--- config.mk ---
export PLATFORM = sky130hd
export DESIGN_NAME = multichannel_sample2uart_flat
export DESIGN_NICKNAME = d
export VERILOG_FILES = /design/src/rtl/sample2uart_pkg.sv /design/src/rtl/multichannel_sample2uart_if.sv /design/src/rtl/uart_byte_handshake.sv /design/src/rtl/multichannel_sample2uart.sv /design/src/flat_wrapper.sv
export SDC_FILE = /design/constraint.sdc
export NUM_CORES = 1
export LEC_CHECK = 0
export ABC_CLOCK_PERIOD_IN_PS = 3000
export BUFFER_PORTS_ARGS = -buffer_cell sky130_fd_sc_hd__buf_2
export CAP_MARGIN = 40
export CORE_AREA = 2 2 78 80
export DETAILED_ROUTE_END_ITERATION = 16
export DIE_AREA = 0 0 80 82
export PLACE_DENSITY = 0.77
export SETUP_SLACK_MARGIN = 0.05
export SYNTH_ARGS = -nofsm -noshare
export SYNTH_HDL_FRONTEND = slang
export SYNTH_SLANG_ARGS = --single-unit
--- constraint.sdc ---
create_clock -name in_clk -period 3 [get_ports in_clk]
set_input_delay 0 -clock in_clk [delete_from_list [all_inputs] [get_ports in_clk]]
set_output_delay 0 -clock in_clk [all_outputs]
set_load 0.02 [all_outputs]
--- src/rtl/sample2uart_pkg.sv ---
// Shared types and helpers for the multichannel sample-to-UART serialiser.
package sample2uart_pkg;

  typedef enum logic [1:0] {
    IDLE,
    SYNC,
    LOAD,
    WAIT
  } state_t;

  localparam logic [7:0] SYNC_BYTE = 8'hA5;

  function automatic int nbytes(input int bps);
    return (bps + 7) / 8;
  endfunction

endpackage

--- src/rtl/multichannel_sample2uart_if.sv ---
// Sample-switch / UART side signals of the serialiser; slave = serialiser, master = its environment.
interface multichannel_sample2uart_if #(
  parameter int BPS      = 24,
  parameter int CHANNELS = 2
);
  logic                    in_en;
  logic                    tx_busy;
  logic [BPS*CHANNELS-1:0] in_sample;
  logic [7:0]              out_uart_frame;
  logic                    out_ready_uart;
  logic                    out_ready_sample_switch;
  logic                    out_frame_done;

  modport slave (
    input  in_en, tx_busy, in_sample,
    output out_uart_frame, out_ready_uart, out_ready_sample_switch, out_frame_done
  );

  modport master (
    output in_en, tx_busy, in_sample,
    input  out_uart_frame, out_ready_uart, out_ready_sample_switch, out_frame_done
  );
endinterface

--- src/rtl/uart_byte_handshake.sv ---
// Registers the one-cycle UART strobe for a byte request, then reports byte_done once
// tx_busy has been sampled low on two consecutive cycles; holds forever while tx_busy stays high.
module uart_byte_handshake (
  input  logic in_clk,
  input  logic in_rst,
  input  logic req_i,
  input  logic tx_busy_i,
  output logic ready_uart_o,
  output logic byte_done_o
);

  logic active_q, active_d;
  logic guard_q, guard_d;
  logic ready_q;

  // guard_q remembers one low sample; the UART may raise busy a cycle after the strobe
  always_comb begin
    byte_done_o = active_q & guard_q & ~tx_busy_i;
    active_d    = active_q;
    guard_d     = ~tx_busy_i;
    if (req_i) begin
      active_d = 1'b1;
      guard_d  = 1'b0;
    end else if (byte_done_o) begin
      active_d = 1'b0;
    end
  end

  always_ff @(posedge in_clk) begin
    if (in_rst) begin
      active_q <= 1'b0;
      guard_q  <= 1'b0;
      ready_q  <= 1'b0;
    end else begin
      active_q <= active_d;
      guard_q  <= guard_d;
      ready_q  <= req_i;
    end
  end

  assign ready_uart_o = ready_q;

endmodule

--- src/rtl/multichannel_sample2uart.sv ---
// Serialises CHANNELS samples of BPS bits into UART bytes, min 3 cycles/byte, paced by tx_busy.
// Optional frame-leading sync byte when SAMPLE2UART_SYNC_EN is defined.
module multichannel_sample2uart
  import sample2uart_pkg::*;
#(
  parameter int BPS       = 24,
  parameter int CHANNELS  = 2,
  parameter int MSB_FIRST = 0
) (
  input  logic                         in_clk,
  input  logic                         in_rst,
  multichannel_sample2uart_if.slave    bus
);

  localparam int NB = nbytes(BPS);

  state_t                  state_q, state_d;
  logic [BPS*CHANNELS-1:0] sample_q, sample_d;
  logic [2:0]              byte_idx_q, byte_idx_d;
  logic [2:0]              ch_idx_q, ch_idx_d;
  logic [7:0]              frame_q, frame_d;
  logic                    rdy_q, rdy_d;
  logic                    done_q, done_d;
  logic                    load_req;
  logic                    hs_done;
  logic                    hs_ready;
  logic [BPS-1:0]          chan;
  logic [NB*8-1:0]         ext;
  int                      sel;
`ifdef SAMPLE2UART_SYNC_EN
  logic                    sync_q, sync_d;
`endif

  always_comb begin
    chan           = sample_q[int'(ch_idx_q)*BPS +: BPS];
    ext            = '0;
    ext[BPS-1:0]   = chan;
    sel            = (MSB_FIRST != 0) ? (NB - 1 - int'(byte_idx_q)) : int'(byte_idx_q);
  end

  always_comb begin
    state_d    = state_q;
    sample_d   = sample_q;
    byte_idx_d = byte_idx_q;
    ch_idx_d   = ch_idx_q;
    frame_d    = frame_q;
    rdy_d      = rdy_q;
    done_d     = 1'b0;
    load_req   = 1'b0;
`ifdef SAMPLE2UART_SYNC_EN
    sync_d     = sync_q;
`endif
    case (state_q)
      IDLE: begin
        rdy_d = 1'b1;
        if (bus.in_en && !bus.tx_busy && rdy_q) begin
          sample_d   = bus.in_sample;
          rdy_d      = 1'b0;
          byte_idx_d = '0;
          ch_idx_d   = '0;
`ifdef SAMPLE2UART_SYNC_EN
          state_d    = SYNC;
`else
          state_d    = LOAD;
`endif
        end
      end
`ifdef SAMPLE2UART_SYNC_EN
      SYNC: begin
        frame_d  = SYNC_BYTE;
        load_req = 1'b1;
        sync_d   = 1'b1;
        state_d  = WAIT;
      end
`endif
      LOAD: begin
        frame_d  = ext[8*sel +: 8];
        load_req = 1'b1;
        state_d  = WAIT;
      end
      WAIT: begin
        if (hs_done) begin
`ifdef SAMPLE2UART_SYNC_EN
          sync_d = 1'b0;
          // the sync byte does not consume a data byte slot
          if (sync_q) state_d = LOAD; else
`endif
          begin
            state_d = LOAD;
            if (byte_idx_q == 3'(NB - 1)) begin
              byte_idx_d = '0;
              if (ch_idx_q == 3'(CHANNELS - 1)) begin
                ch_idx_d = '0;
                state_d  = IDLE;
                done_d   = 1'b1;
                rdy_d    = 1'b1;
              end else begin
                ch_idx_d = ch_idx_q + 3'd1;
              end
            end else begin
              byte_idx_d = byte_idx_q + 3'd1;
            end
          end
        end
      end
      default: state_d = IDLE;
    endcase
  end

  always_ff @(posedge in_clk) begin
    if (in_rst) begin
      state_q    <= IDLE;
      sample_q   <= '0;
      byte_idx_q <= '0;
      ch_idx_q   <= '0;
      frame_q    <= 8'h00;
      rdy_q      <= 1'b1;
      done_q     <= 1'b0;
`ifdef SAMPLE2UART_SYNC_EN
      sync_q     <= 1'b0;
`endif
    end else begin
      state_q    <= state_d;
      sample_q   <= sample_d;
      byte_idx_q <= byte_idx_d;
      ch_idx_q   <= ch_idx_d;
      frame_q    <= frame_d;
      rdy_q      <= rdy_d;
      done_q     <= done_d;
`ifdef SAMPLE2UART_SYNC_EN
      sync_q     <= sync_d;
`endif
    end
  end

  uart_byte_handshake u_hs (
    .in_clk       (in_clk),
    .in_rst       (in_rst),
    .req_i        (load_req),
    .tx_busy_i    (bus.tx_busy),
    .ready_uart_o (hs_ready),
    .byte_done_o  (hs_done)
  );

  assign bus.out_uart_frame          = frame_q;
  assign bus.out_ready_uart          = hs_ready;
  assign bus.out_ready_sample_switch = rdy_q;
  assign bus.out_frame_done          = done_q;

endmodule

--- src/flat_wrapper.sv ---
// flat-port wrapper written by rule: the top's interface ports become plain ports
module multichannel_sample2uart_flat import sample2uart_pkg::*;
#(
  parameter int BPS       = 24,
  parameter int CHANNELS  = 2,
  parameter int MSB_FIRST = 0
)
  (in_clk, in_rst, bus_in_en, bus_tx_busy, bus_in_sample, bus_out_uart_frame, bus_out_ready_uart, bus_out_ready_sample_switch, bus_out_frame_done);
  multichannel_sample2uart_if #(.BPS(BPS), .CHANNELS(CHANNELS)) bus_i ();
  input  logic in_clk;
  input  logic in_rst;
  input wire logic [$bits(bus_i.in_en)-1:0] bus_in_en;
  input wire logic [$bits(bus_i.tx_busy)-1:0] bus_tx_busy;
  input wire logic [$bits(bus_i.in_sample)-1:0] bus_in_sample;
  output wire logic [$bits(bus_i.out_uart_frame)-1:0] bus_out_uart_frame;
  output wire logic [$bits(bus_i.out_ready_uart)-1:0] bus_out_ready_uart;
  output wire logic [$bits(bus_i.out_ready_sample_switch)-1:0] bus_out_ready_sample_switch;
  output wire logic [$bits(bus_i.out_frame_done)-1:0] bus_out_frame_done;
  assign bus_i.in_en = bus_in_en;
  assign bus_i.tx_busy = bus_tx_busy;
  assign bus_i.in_sample = bus_in_sample;
  assign bus_out_uart_frame = bus_i.out_uart_frame;
  assign bus_out_ready_uart = bus_i.out_ready_uart;
  assign bus_out_ready_sample_switch = bus_i.out_ready_sample_switch;
  assign bus_out_frame_done = bus_i.out_frame_done;
  multichannel_sample2uart #(.BPS(BPS), .CHANNELS(CHANNELS), .MSB_FIRST(MSB_FIRST)) u_core (.in_clk(in_clk), .in_rst(in_rst), .bus(bus_i));
endmodule
After elaboration in Yosys (flattened, before gate mapping) --
Cells that the tools add are included.
Storage, ports and cells: register bits 69, word-level logic and storage cells 64, input port bits 52, output and inout bits 11
Cells by class: shift-type cells 2, equal/unequal tests 8, add/sub/neg operators 2, multiplexer cells 22, $mul 1, reductions and logical operators 13, bitwise logic cells 6
Operator list (count):
- $shiftx A48 B32 Y24 | 1
- $shiftx A24 B7 Y8 | 1
- $mux W3 | 6
- $pmux W3 S2 | 2
- $mux W1 | 8
- $mux W2 | 4
- $ne A2 B1 Y1 const B | 4
- $reduce_and A4 Y1 | 2
- $add A3 B1 Y3 const B | 2
- $pmux W2 S3 | 1
- $mul A3 B2 Y5 const B | 1
- $eq A2 B2 Y1 const B | 2
- $not A1 Y1 | 4
- $reduce_and A2 Y1 | 2
- $reduce_bool A2 Y1 | 2
- $reduce_or A4 Y1 | 1
- $eq A3 B1 Y1 const B | 1
- $eq A3 B2 Y1 const B | 1
- $reduce_and A3 Y1 | 1
- $and A1 B1 Y1 | 2
- $logic_and A1 B1 Y1 | 2
- $logic_not A2 Y1 | 1
- $pmux W1 S2 | 1
- $reduce_or A2 Y1 | 1
- $logic_not A1 Y1 | 1

Logic depth before layout (Yosys ltp) --
depth after elaboration 5, gate-level depth with buffers 8, mapped depth without buffers 6

Cells and area by module --
Synthesis repeated with hierarchy kept, for this count alone.
Second synthesis, totals: cell total of the unflattened synthesis 346, area total of the unflattened synthesis 2932.8 um2
Modules (own cells, without submodules):
- multichannel_sample2uart | area an instance 2835.2 um2, cells an instance 336, seq. area each 1321.3 um2, instances 1
- uart_byte_handshake | area an instance 97.6 um2, cells an instance 10, seq. area each 60.1 um2, instances 1

Least setup slack after synthesis --
Ideal clock, no wire load.
path kind register to register, start reg u_core.state_q[1], end reg u_core.ch_idx_q[2], cell stages (with the launch flop) 8, path buffers 1, data required time 2.871 ns, clock period less this slack 1.581 ns, arrival 1.452 ns, path slack 1.419 ns, library setup time 0.129 ns, path through dfxtp_1 > inv_1 > ha_1 > and4b_1 > buf_2 > a21oi_2 > a2111oi_4 > nor3_2
On the way: cells in the longest elaborated chain, start to end 3, elaborated cells on any way between the ends 8, classes of those cells eq/ne (4); mux (1); reduce/logical (3)
Ends and longest elaborated chain:
- start, declared | line multichannel_sample2uart.sv:17 | state_t state_q, state_d;
- start signal, assigned | line multichannel_sample2uart.sv:123 | state_q <= state_d;
- $eq A2 B2 Y1 / $logic_not A2 Y1 (equally long branches) | line multichannel_sample2uart.sv:53 | case (state_q)
- $ne A2 B1 Y1 (no source line) / $reduce_bool A2 Y1 (equally long branches)
- $reduce_and A4 Y1 (no source line)
- end signal, assigned | line multichannel_sample2uart.sv:126 | ch_idx_q <= ch_idx_d;
- end, declared | line multichannel_sample2uart.sv:20 | logic [2:0] ch_idx_q, ch_idx_d;
Parallel ways exist; a longest one is shown, timed or not. A chain may end at the register's enable or synchronous reset.

Worst setup path after layout --
start reg u_core.state_q[1], end reg u_core.sample_q[2]
On the way: cells in the longest elaborated chain, start to end 2
Ends and longest elaborated chain:
- $logic_not A2 Y1 | line multichannel_sample2uart.sv:53
- $reduce_and A2 Y1 (no source line)
- end signal, assigned | line multichannel_sample2uart.sv:124 | sample_q <= sample_d;
- end, declared | line multichannel_sample2uart.sv:18 | logic [BPS*CHANNELS-1:0] sample_q, sample_d;
Every way passes these cells.

==> impl_metrics.py <==
metrics = {
    "detailed_routing": {
        "wl_met1_um": 3356,
        "drtIter0Drc": 89,
        "firstDrtPassIters": 4,
        "met3_length_um": 292,
        "finalWirelength_um": 7688,
        "wl_met2_um": 3888,
        "vias_per_cell": 5.300,
        "num_vias": 2788,
        "ant_nets": 0,
        "post_drt_wl_per_cell_um": 14.62,
        "highest_layer": "met4",
        "drc": 0,
    },
    "layout": {
        "layout.nets": 501,
        "seq_area_um2": 1381,
        "layout-drive-gt1-share": 0.2239,
        "final_cell_area_um2": 4011,
        "multi_input_area_um2": 1475,
        "fillCellCount": 464,
        "n_antenna_cell": 0,
        "area_growth_pct": 30.80,
    },
    "sta": {
        "worst_pin_slew_ps": 744.6,
        "fin_tns_setup_ps": 0,
        "rsz0062_at_grt": "no",
        "final.period_utilization": 0.7270,
        "setup_viol": 0,
        "clock.fmax_mhz": 458.5,
        "skew_ps": 5.957,
        "slew_headroom": 0.5029,
        "hold_viol": 0,
        "slew_violations": 0,
        "fin_crit_ps": 2181,
    },
    "synthesis": {
        "syn_inst": 343,
        "yosys_register_bits": 69,
        "syn_nets": 398,
        "syn_avg_cell_area_um2": 8.941,
        "synth_most_common_cell": "nand2_1",
        "yosysWarnings": 0,
        "async_flop_share": 0,
        "synth_commonest_cells": "nand2_1, dfxtp_1, a21oi_1",
        "ys_types": 42,
        "yosysTopAreaCell": "dfxtp_1",
        "synthTopCellsByArea": "dfxtp_1, nand2_1, a21oi_1, mux4_2, mux2i_1",
        "ys.flop_type": "dfxtp_1",
        "synth_area_um2": 3067,
        "netlist.area_leader.share": 0.4504,
        "synth-edff-count": 0,
        "ys_seq_area_frac": 0.4504,
    },
    "pwr": {
        "powerDensity_nw_per_um2": 580.4,
        "leakagePower_nw": 1.514,
        "irDropWorstVdd_mv": 0.3313,
    },
    "run_status": {
        "status": "completed",
    },
    "floorplan": {
        "coreArea_um2": 5746,
        "die_area_um2": 6560,
        "initial_utilization": 0.5338,
        "die_h_um": 82,
        "ios": 63,
        "die_w_um": 80,
        "fp-row-count": 28,
    },
    "clocking": {
        "cts_sinks": 69,
        "cts.reportedPaths.clkPinSlew_ps": 70,
        "htree_num_levels": 3,
        "cts_setup_buffers": 0,
        "cts_tree": "done",
        "clock_latency_ps": 340,
        "cts-buffers-inserted": 9,
        "cts_root_buf": "clkbuf_8",
        "clockBufferDepth": 2,
        "ctsResizeCount": 0,
    },
    "global_routing": {
        "antenna_found_initial": 0,
        "grt-ovfl-total": 0,
        "grt_max_degree": 49,
        "grt_use_total": 0.2582,
        "grt_pass1_wl_um": 12860,
        "grt_pass1_vias": 2766,
    },
    "placement": {
        "gp_congestion": 0.8826,
        "hpwl_um": 4662,
        "placed_area_um2": 3343,
        "port-buffer-count": 62,
    },
    "setup_path": {
        "crit_start": "u_core.state_q[1]$_SDFFE_PP0P_",
        "critPathLaunchType": "flop",
        "worstSetupEndpointType": "flop",
        "critPathMaxStageDelay_ps": 610,
        "cp_data_required_time_ps": 3270,
        "arrival_ps": 2450,
        "rrSetupSlack_ps": 820,
        "path_cells": "inv_1 > ha_1 > and4b_1 > buf_4 > nand2_1 > a21oi_1",
        "cp_max_fo": 36,
        "critical_path_class": "reg -> reg",
        "slowest_stage": "and4b_1",
        "worstRegToRegCells": 6,
        "crit_end": "u_core.sample_q[2]$_SDFFE_PP0P_",
        "reg2reg_from": "u_core.state_q[1]$_SDFFE_PP0P_",
        "worstReg2RegEnd": "u_core.sample_q[2]$_SDFFE_PP0P_",
    },
    "run": {
        "drv_cap": 0,
    },
    "min_path": {
        "hp-class": "in -> reg",
    },
}
==> cells by family after synthesis <==
family / Yosys count / synth area share
buf+inv: 37 / 0.06854
mux: 18 / 0.09425
flops: 69 / 0.4504
fa+ha+maj: 3 / 0.01224
compound gates: 80 / 0.1710
simple gates: 136 / 0.2036
==> cell usage in the layout (no fill, tap or decap), types with 2 or more instances in the layout <==
cell	n
a2111oi_4	2
a211oi_1	2
a21oi_1	52
a21oi_2	3
a31oi_1	2
a41oi_1	2
and4bb_2	2
buf_2	62
buf_4	4
clkbuf_8	11
clkinv_2	3
dfxtp_1	69
dlygate4sd3_1	49
ha_1	3
inv_1	14
mux2i_1	9
mux4_1	2
mux4_2	6
nand2_1	107
nand2b_1	2
nand3_1	2
nand4b_1	2
nor2_1	8
nor2b_1	2
o21ai_0	4
o221ai_1	8
==> layout make-up <==
type	instances	area share
repair buffers	115	0.2071
multi-input cells	237	0.3677
clock inverters	4	0.005614
clock buffers	12	0.03868
flip-flops and latches	69	0.3444
well taps	75	0.02339
inverters	14	0.01310
==> worst min-delay path by stage <==
stage                                                            endpoint              start  depth (start not counted)  slack [ps]
after floorplan                            u_core.u_hs.guard_q$_SDFF_PP0_        bus_tx_busy                          1          80
after global placement                    u_core.sample_q[9]$_SDFFE_PP0P_   bus_in_sample[9]                          3         240
after detailed placement                 u_core.sample_q[15]$_SDFFE_PP0P_  bus_in_sample[15]                          3         250
after CTS                 u_core.bus.out_ready_sample_switch$_SDFFE_PP1P_          bus_in_en                          4         120
after global routing      u_core.bus.out_ready_sample_switch$_SDFFE_PP1P_          bus_in_en                          4         130
final                     u_core.bus.out_ready_sample_switch$_SDFFE_PP1P_          bus_in_en                          4         120
==> metrics by stage <==
stage          worst slack (ps)  utilization  cells  total power, mW  hold slack, ps
3_5_place_dp              862.0       0.5819    461            1.608           247.3
4_1_cts                   825.8       0.6982    526            2.328           119.2
6_report                  818.9       0.6982    526            2.328           119.5
5_1_grt                   649.8       0.6982    526            2.457           132.5
2_1_floorplan              1419            -    343            1.498           76.79
3_3_place_gp              994.1       0.5819    461            1.590           241.7
==> state kept, by name, summed over array words and instances (netlist names) <==
register	count
u_core.bus.out_frame_done	1
u_core.bus.out_ready_sample_switch	1
u_core.bus.out_uart_frame	8
u_core.byte_idx_q	3
u_core.ch_idx_q	3
u_core.sample_q	48
u_core.state_q	2
u_core.u_hs.active_q	1
u_core.u_hs.guard_q	1
u_core.u_hs.ready_uart_o	1
==> critical path: cells and delay by family (launching register included) <==
kind,cells,cell delay (ps)
AND/OR/NAND/NOR,2,720
buffers and inverters,2,580
flip-flops,1,340
adder cells (fa/ha/maj),1,310
AO/OA/AOI/OAI,1,150
==> where the power goes <==
group          internal, mW  switching (mW)
Combinational         0.229           0.338
Sequential             1.02          0.0614
Clock                 0.341           0.341
Total                  1.59           0.740
==> metal layers <==
layer / vias up / GRT usage
met2: 71 / 0.4333
met5: - / 0
met1: 1328 / 0.3264
li1: 1377 / -
met3: 12 / 0.04505
met4: 0 / 0.1169
==> repair_timing <==
item                                   CTS  global route
endpoints found under the hold margin   49             0
setup endpoints to repair                0             0
hold buffers                            49             0
Note: power is estimated with default switching activity, not from simulation.
